`src/rtl/fifo_reg.sv`:
```
// -----------------------------------------------------------------------------
// fifo_reg
//   First-in first-out register queue built as a circular buffer with
//   independent write (tail) and read (head) pointers that wrap at DEPTH.
//   Popped data is registered. Rejected pushes (full) and rejected pops
//   (empty) are reported with one-cycle pulses rather than dropped silently.
//
// Parameters
//   DEPTH : number of entries (>= 2, any integer, not only powers of 2)
//   WIDTH : data width in bits
//
// Ports
//   clk_i        : clock, all state updates on the rising edge
//   reset_i      : asynchronous active-low reset (0 = reset, 1 = run)
//   push_i       : write din_i to the tail of the queue
//   din_i        : data to push
//   pop_i        : read the entry at the head of the queue
//   dout_o       : registered popped data, holds until the next accepted pop
//   dout_valid_o : one-cycle pulse, dout_o was updated by the previous edge
//   full_o       : count_o == DEPTH
//   empty_o      : count_o == 0
//   count_o      : number of occupied entries, 0..DEPTH
//   overflow_o   : one-cycle pulse, a push was rejected
//   underflow_o  : one-cycle pulse, a pop was rejected
// -----------------------------------------------------------------------------
module fifo_reg #(
    parameter int DEPTH = 8,
    parameter int WIDTH = 8
) (
    input  logic                       clk_i,
    input  logic                       reset_i,
    input  logic                       push_i,
    input  logic [WIDTH-1:0]           din_i,
    input  logic                       pop_i,
    output logic [WIDTH-1:0]           dout_o,
    output logic                       dout_valid_o,
    output logic                       full_o,
    output logic                       empty_o,
    output logic [$clog2(DEPTH):0]     count_o,
    output logic                       overflow_o,
    output logic                       underflow_o
);

    localparam int PW = $clog2(DEPTH);
    localparam int CW = $clog2(DEPTH) + 1;

    logic [WIDTH-1:0] r_mem [DEPTH];
    logic [PW-1:0]    r_wr_ptr;
    logic [PW-1:0]    r_rd_ptr;
    logic [CW-1:0]    r_count;
    logic [WIDTH-1:0] r_dout;
    logic             r_dout_valid;
    logic             r_overflow;
    logic             r_underflow;

    logic             w_full;
    logic             w_empty;
    logic             w_pop_acc;
    logic             w_push_acc;

    // Explicit wrap at DEPTH-1 so non-power-of-2 depths work.
    function automatic logic [PW-1:0] ptr_next(input logic [PW-1:0] p);
        if (p == PW'(DEPTH - 1)) begin
            return '0;
        end
        return p + PW'(1);
    endfunction

    assign w_full  = (r_count == CW'(DEPTH));
    assign w_empty = (r_count == '0);

    // A push into a full queue is still legal when a pop frees a slot on the
    // same edge. A push into an empty queue never satisfies a same-cycle pop.
    assign w_pop_acc  = pop_i && !w_empty;
    assign w_push_acc = push_i && (!w_full || w_pop_acc);

    // Storage is deliberately not reset; the pointers make stale data unreachable.
    always_ff @(posedge clk_i) begin
        if (w_push_acc) begin
            r_mem[r_wr_ptr] <= din_i;
        end
    end

    always_ff @(posedge clk_i or negedge reset_i) begin
        if (!reset_i) begin
            r_wr_ptr     <= '0;
            r_rd_ptr     <= '0;
            r_count      <= '0;
            r_dout       <= '0;
            r_dout_valid <= 1'b0;
            r_overflow   <= 1'b0;
            r_underflow  <= 1'b0;
        end else begin
            r_dout_valid <= w_pop_acc;
            r_overflow   <= push_i && !w_push_acc;
            r_underflow  <= pop_i && !w_pop_acc;

            if (w_push_acc) begin
                r_wr_ptr <= ptr_next(r_wr_ptr);
            end

            // On a full push+pop the write targets the slot being read; the
            // read sees the old entry because both are non-blocking.
            if (w_pop_acc) begin
                r_dout   <= r_mem[r_rd_ptr];
                r_rd_ptr <= ptr_next(r_rd_ptr);
            end

            case ({w_push_acc, w_pop_acc})
                2'b10:   r_count <= r_count + CW'(1);
                2'b01:   r_count <= r_count - CW'(1);
                default: r_count <= r_count;
            endcase
        end
    end

    assign dout_o       = r_dout;
    assign dout_valid_o = r_dout_valid;
    assign full_o       = w_full;
    assign empty_o      = w_empty;
    assign count_o      = r_count;
    assign overflow_o   = r_overflow;
    assign underflow_o  = r_underflow;

endmodule

```
`config.mk`:
```
export PLATFORM = sky130hd
export DESIGN_NAME = fifo_reg
export DESIGN_NICKNAME = d
export VERILOG_FILES = /design/src/rtl/fifo_reg.sv
export SDC_FILE = /design/constraint.sdc
export NUM_CORES = 1
export LEC_CHECK = 0
export ABC_AREA = 1
export CAP_MARGIN = 20
export CELL_PAD_IN_SITES_DETAIL_PLACEMENT = 2
export CELL_PAD_IN_SITES_GLOBAL_PLACEMENT = 2
export CORE_MARGIN = 2
export CORE_UTILIZATION = 39
export DETAILED_ROUTE_END_ITERATION = 8
export PLACE_DENSITY = 0.77
export REMOVE_ABC_BUFFERS = 1
export SLEW_MARGIN = 20
export SYNTH_ARGS = -nofsm -noshare
export SYNTH_HDL_FRONTEND = slang
export SYNTH_SLANG_ARGS = --single-unit
export TNS_END_PERCENT = 1
```
`constraint.sdc`:
```
create_clock -name clk_i -period 2.6 [get_ports clk_i]
set_input_delay 0.52 -clock clk_i [delete_from_list [all_inputs] [get_ports clk_i]]
set_output_delay 0.52 -clock clk_i [all_outputs]
set_load 0.05 [all_outputs]
```
==> results by group <==
Drt
  – Drt wl/cell: 22.8 um
  – Pre-antenna DRT Iters: 5
  – Antenna Nets Post-Route: 0
  – Vias: 2459
  – Final wirelength: 10200 um
  – DRC: 0
  – DRT iter0 DRCs: 136
  – Vias/cell: 5.49

Layout
  – Area Growth Syn to Fin: 19.5%
  – Fillers: 876
  – NumNets Final: 354
  – Inserted Diodes: 0
  – Final design utilization: 48.2%
  – Share of cells above drive strength 1: 14.7%

Die
  – Area of the die: 9790 um2
  – Row Count: 34
  – Core ar.: 8720 um2
  – Die Width: 99.0 um
  – Initial Util: 40.3%
  – Die height: 99.0 um
  – IO Pins: 29

CTS
  – Post-CTS Setup Bufs: 0
  – Hold-fix buffers, CTS: 0
  – Root buffer cell: clkbuf_8
  – CTS clock-pin slew for the worst setup and hold paths: 0.09 ns
  – CTS tree: yes
  – Number of H-tree levels: 3
  – CTS Buf Count: 9
  – Bufs on Longest Clock Path: 2
  – Clk Latency, worst-skew pair: 0.37 ns
  – Resized Gates After CTS: 0
  – Clk sinks: 85

Synthesis
  – Yosys reg bits: 85
  – Post-Synthesis Cells: 293
  – Avg Cell Area, Syn: 12.0 um2
  – Number of library cell types mapped by synthesis: 25
  – Cell Area, Synth: 3520 um2
  – Sequential area share after synthesis: 69.6%
  – YS warnings: 0

Place
  – Number of buffers added on ports: 28
  – Dpl ws: 0.126 ns
  – RePlAce Congestion: 0.761
  – Dpl hpwl: 6570 um

STA
  – Final setup margin: 0.0804 ns
  – Setup violations, final: 0
  – Setup tns final: 0 ns
  – Final Hold Vio Count: 0
  – Max Clock Skew: 0.0152 ns
  – Slew margin rel.: 58.8%
  – RSZ-0062 raised after global routing: false
  – Slew @ Worst Pin: 0.618 ns
  – Max Clock Freq: 0.397 GHz
  – Fin crit period: 2.52 ns
  – Pins Over Slew Limit: 0
  – Crit share post-route: 96.9%
  – Hold Slack: 0.487 ns

Min path
  – Hold Crit Class: reg -> reg

Power
  – Max IR drop VDD: 0.468 mV
  – Leakage: 1.60 nW
  – Power Dens Cells: 1170 nW/um2

Critical path
  – Critical path capture point type: output port
  – CP Max Fanout: 5
  – Crit path cell chain: nor2_2, nand2_2, inv_1, clkdlybuf4s50_1
  – CP max stage delay: 0.80 ns
  – Crit Path Category: reg -> out
  – Required @ worst endpoint: 2.08 ns
  – Slowest library cell on the worst path: clkdlybuf4s50_1
  – Worst Path Arrival: 2.00 ns
  – Crit start category: flip-flop
  – Internal reg-to-reg setup slack: 0.41 ns

Global route
  – Largest net degree at the start of global routing: 35
  – First-pass GRT wire length: 15800 um
  – Total grt overflow: 0
  – Vias in the first global route: 2724
  – Antenna violations before repair: 0
  – Total GRT Usage: 22.1%

Run
  – Max-cap violation count: 0

Outcome
  – Status: finished clean
## per-layer routing
layer | GRT usage, % | wire length, um
met5 | 0 | 0
met4 | 7.90 | 163
met3 | 2.91 | 289
met2 | 38.4 | 5370
met1 | 28.4 | 4400
## critical path, delay by kind of cell (launching register included)
family	cells	cell delay, ns
buf+inv	2	0.87
flops	1	0.47
simple gates	2	0.30
## final cells by class
cell class | count | area (um2) | share of cell area [%]
inverters | 17 | 63.8 | 1.52
clock inverters | 4 | 22.5 | 0.536
repair buffers | 44 | 403 | 9.58
clock buffers | 12 | 156 | 3.72
flip-flops and latches | 85 | 2450 | 58.2
multi-input cells | 178 | 976 | 23.2
well taps | 108 | 135 | 3.21
## cell usage after synthesis
cell type	count	area share (%)
edfxtp_1	64	55
nor2_1	54	5.8
nand2_1	28	3.0
o21ai_0	24	3.4
dfrtp_1	21	15
o211ai_1	16	3.4
nand3_1	14	2.0
inv_1	13	1.4
o21ai_1	13	1.8
buf_2	10	1.4
nor4_1	8	1.4
ha_1	6	2.1
nand2_2	5	0.89
a21oi_1	3	0.43
inv_2	3	0.32
buf_6	2	0.64
buf_4	1	0.21
clkinv_1	1	0.11
fa_1	1	0.57
nand2_4	1	0.32
nand3_2	1	0.28
nor2_2	1	0.18
or2_2	1	0.18
xnor2_1	1	0.25
xor2_1	1	0.25
## sequential cells by signal, summed over array words and instances, names as in the netlist
| signal | flops |
|---|---|
| dout_valid_o | 1 |
| r_rd_ptr | 3 |
| dout_o | 8 |
| r_mem | 64 |
| underflow_o | 1 |
| r_wr_ptr | 3 |
| overflow_o | 1 |
| count_o | 4 |
## cells by family after synthesis
logic type | after synthesis | synth area share (%)
and+or+nand+nor | 113 | 14.0
DFF | 85 | 69.6
AOI/OAI and AO/OA | 56 | 9.11
buffers and inverters | 30 | 4.09
adders and majority gates | 7 | 2.70
xor gates and xnor gates | 2 | 0.498
## report_power, final
group	total (mW)	switching (mW)	internal (mW)	leakage [nW]
clock	0.900	0.498	0.402	0.0913
combinational	2.05	1.40	0.646	0.670
sequential	1.97	0.221	1.75	0.835
total	4.92	2.12	2.80	1.60
## cells in the final DEF, fill, tap and decap left out
cell and count:
xnor2_1 1, edfxtp_1 64, nand2_4 1, o21ai_0 24
clkbuf_1 2, nor4_2 8, o21ai_1 13, a21oi_1 3
clkinv_1 1, nand2_1 28, clkdlybuf4s50_1 27, buf_4 16
o211ai_1 16, clkbuf_16 1, nor2_2 1, nand3_2 1
inv_2 3, clkbuf_8 9, dlymetal6s2s_1 1, ha_1 6
fa_1 1, nand2_2 5, clkinv_2 3, nand3_1 14
clkinvlp_4 1, dfrtp_1 21, inv_1 13, xor2_1 1
nor2_1 54, or2_2 1
## path summary, 6_finish.rpt
path / cells after the start / to / startpoint
setup / recovery: 4 / empty_o / count_o[1]
hold / removal: 2 / dout_o[3] / dout_o[3]
setup reg to reg: 13 / count_o[3] / count_o[1]
hold reg to reg: 2 / dout_o[3] / dout_o[3]
max in group asynchronous: 2 / overflow_o / reset_i
min in group asynchronous: 2 / dout_o[5] / reset_i
## through the flow
| step | instance area, um2 | total power, mW | cells |
|---|---|---|---|
| global placement | 4020 | 3.90 | 432 |
| CTS | 4200 | 4.96 | 448 |
| floorplan | 3440 | 3.17 | 280 |
| finish | 4200 | 4.92 | 448 |
| global route | 4200 | 5.21 | 448 |
| detailed placement | 4020 | 4.04 | 432 |
Note: power is estimated with default switching activity, not from simulation.
==> patch (same settings) <==
Reset style: synchronous (`reset_i`), changed in one clocked block. Comments in the files are not updated.
--- a/src/rtl/fifo_reg.sv
+++ b/src/rtl/fifo_reg.sv
@@ -81,7 +81,7 @@
         end
     end
 
-    always_ff @(posedge clk_i or negedge reset_i) begin
+    always_ff @(posedge clk_i) begin
         if (!reset_i) begin
             r_wr_ptr     <= '0;
             r_rd_ptr     <= '0;
Check against the original RTL: differs if reset_i is asserted again (counterexample within 4 cycles, from zero or initial values and one cycle with reset_i low); with reset_i held inactive, the same outputs for 10 cycles.
==> patch against the original RTL <==
- setup slack improved by 0.084 ns
- synthesized area is 3.0% higher
- global-route usage down 1.1 points
- cell area up 0.71%
- register-to-register slack better by 0.30 ns
- routed wire length down 3.8%
- power is 11% lower
- sequential cell count did not move
- hold slack got worse by 0.019 ns
- critical endpoint is now full_o
- highest routed layer unchanged
==> patch: results (changes against the original RTL) <==
vias in the first global route 2,873 (was 2,724); post-DP HPWL 6728 µm (was 6574 µm); post-synth cell types 28 (was 25); Peak VDD IR 0.3055 mV (was 0.4678 mV); pre-CTS WS 0.1633 ns (was 0.1261 ns); clk_lat worst skew 0.35 ns (was 0.37 ns); top post-synthesis cells by area edfxtp_1, dfxtp_1, nand2_1, nand3_1, inv_1 (was edfxtp_1, dfrtp_1, nor2_1, o21ai_0, o211ai_1); Slew HR 63.90% (was 58.77%); Placed Area 4043 µm² (was 4023 µm²); gp weighted congestion 0.7824 (was 0.7611); DRT Pass-1 Iters 4 (was 5); Data arrival, critical path 1.92 ns (was 2.00 ns); Seq/Total Area, Yosys 64.69% (was 69.58%); placed cells 490 (was 432); first-pass GRT wire length 15,590 µm (was 15,810 µm); max reg flops 64 (unchanged); P_leak 0.001678 µW (was 0.001596 µW); status finished, final reports clean (unchanged); peak fanout along the critical path 5 (unchanged); via/cell ratio 5.125 (was 5.489); final wirelength 9834 µm (was 10,220 µm); ys async rst share 0% (was 24.71%); Initial DRC Count 96 (was 136); Synth top cells by count nand2_1, edfxtp_1, nand3_1 (was edfxtp_1, nor2_1, nand2_1); Final Instance Count excl. Fillers 506 (was 448); share of cells above drive strength 1 10.63% (was 14.71%); GRT Util Overall 20.99% (was 22.08%); Num CTS Buffers 9 (unchanged); Nets 409 (was 354); Buffers on Ports 28 (unchanged); fillers 971 (was 876); Avg Synthesized Cell Area 10.29 µm² (was 12.00 µm²); worst clock skew 0.01670 ns (was 0.01523 ns)
patch: path summary, 6_finish.rpt:
kind / startpoint / endpoint / slack (ns) / depth (start not counted)
setup reg to reg: count_o[2] / count_o[3] / 0.71 / 11
hold reg to reg: dout_o[7] / dout_o[7] / 0.47 / 2
hold / removal: dout_o[7] / dout_o[7] / 0.47 / 2
setup / recovery: count_o[0] / full_o / 0.16 / 4
patch: cell families after synthesis:
family | count (synthesis) | share of synthesized area [%]
AND/OR/NAND/NOR | 180 | 21.60
flip-flops | 85 | 64.69
buffers and inverters | 48 | 6.116
AO/OA/AOI/OAI | 31 | 4.734
adder cells (fa/ha/maj) | 7 | 2.626
XOR/XNOR | 1 | 0.2419
patch: final cells by class:
cell class | instances | share of cell area (%)
flip-flops and latches | 85 | 55.32
multi-input cells | 219 | 24.97
repair buffers | 40 | 8.747
well taps | 111 | 3.280
inverters | 35 | 3.162
clock buffers | 10 | 3.014
clock inverters | 6 | 1.507
patch: power breakdown:
part	internal, µW	leakage (µW)	switching, µW
clock	443	0.0000939	477
combinational	529	0.000830	1230
sequential	1610	0.000754	102
patch: routing by layer:
layer | vias to the layer above | global-route usage (%) | share of wire [%]
li1 | 1242 | - | -
met1 | 1297 | 26.62 | 45
met2 | 41 | 37.12 | 51
met3 | 13 | 2.925 | 2.1
met4 | 0 | 6.639 | 1.5
met5 | - | 0 | 0
patch: worst max-delay path, delay by kind of cell (launching register included):
kind	cells	cell delay, ns
buffers and inverters	2	0.87
DFF	1	0.39
and+or+nand+nor	2	0.30
patch: through the flow:
step,utilization [%],hold slack [ns],total power [µW]
after floorplan,-,0.4854,2867
after global placement,44.38,0.4525,3431
after detailed placement,44.38,0.4568,3509
after CTS,46.48,0.4701,4437
after global routing,46.48,0.5044,4671
final,46.48,0.4678,4392
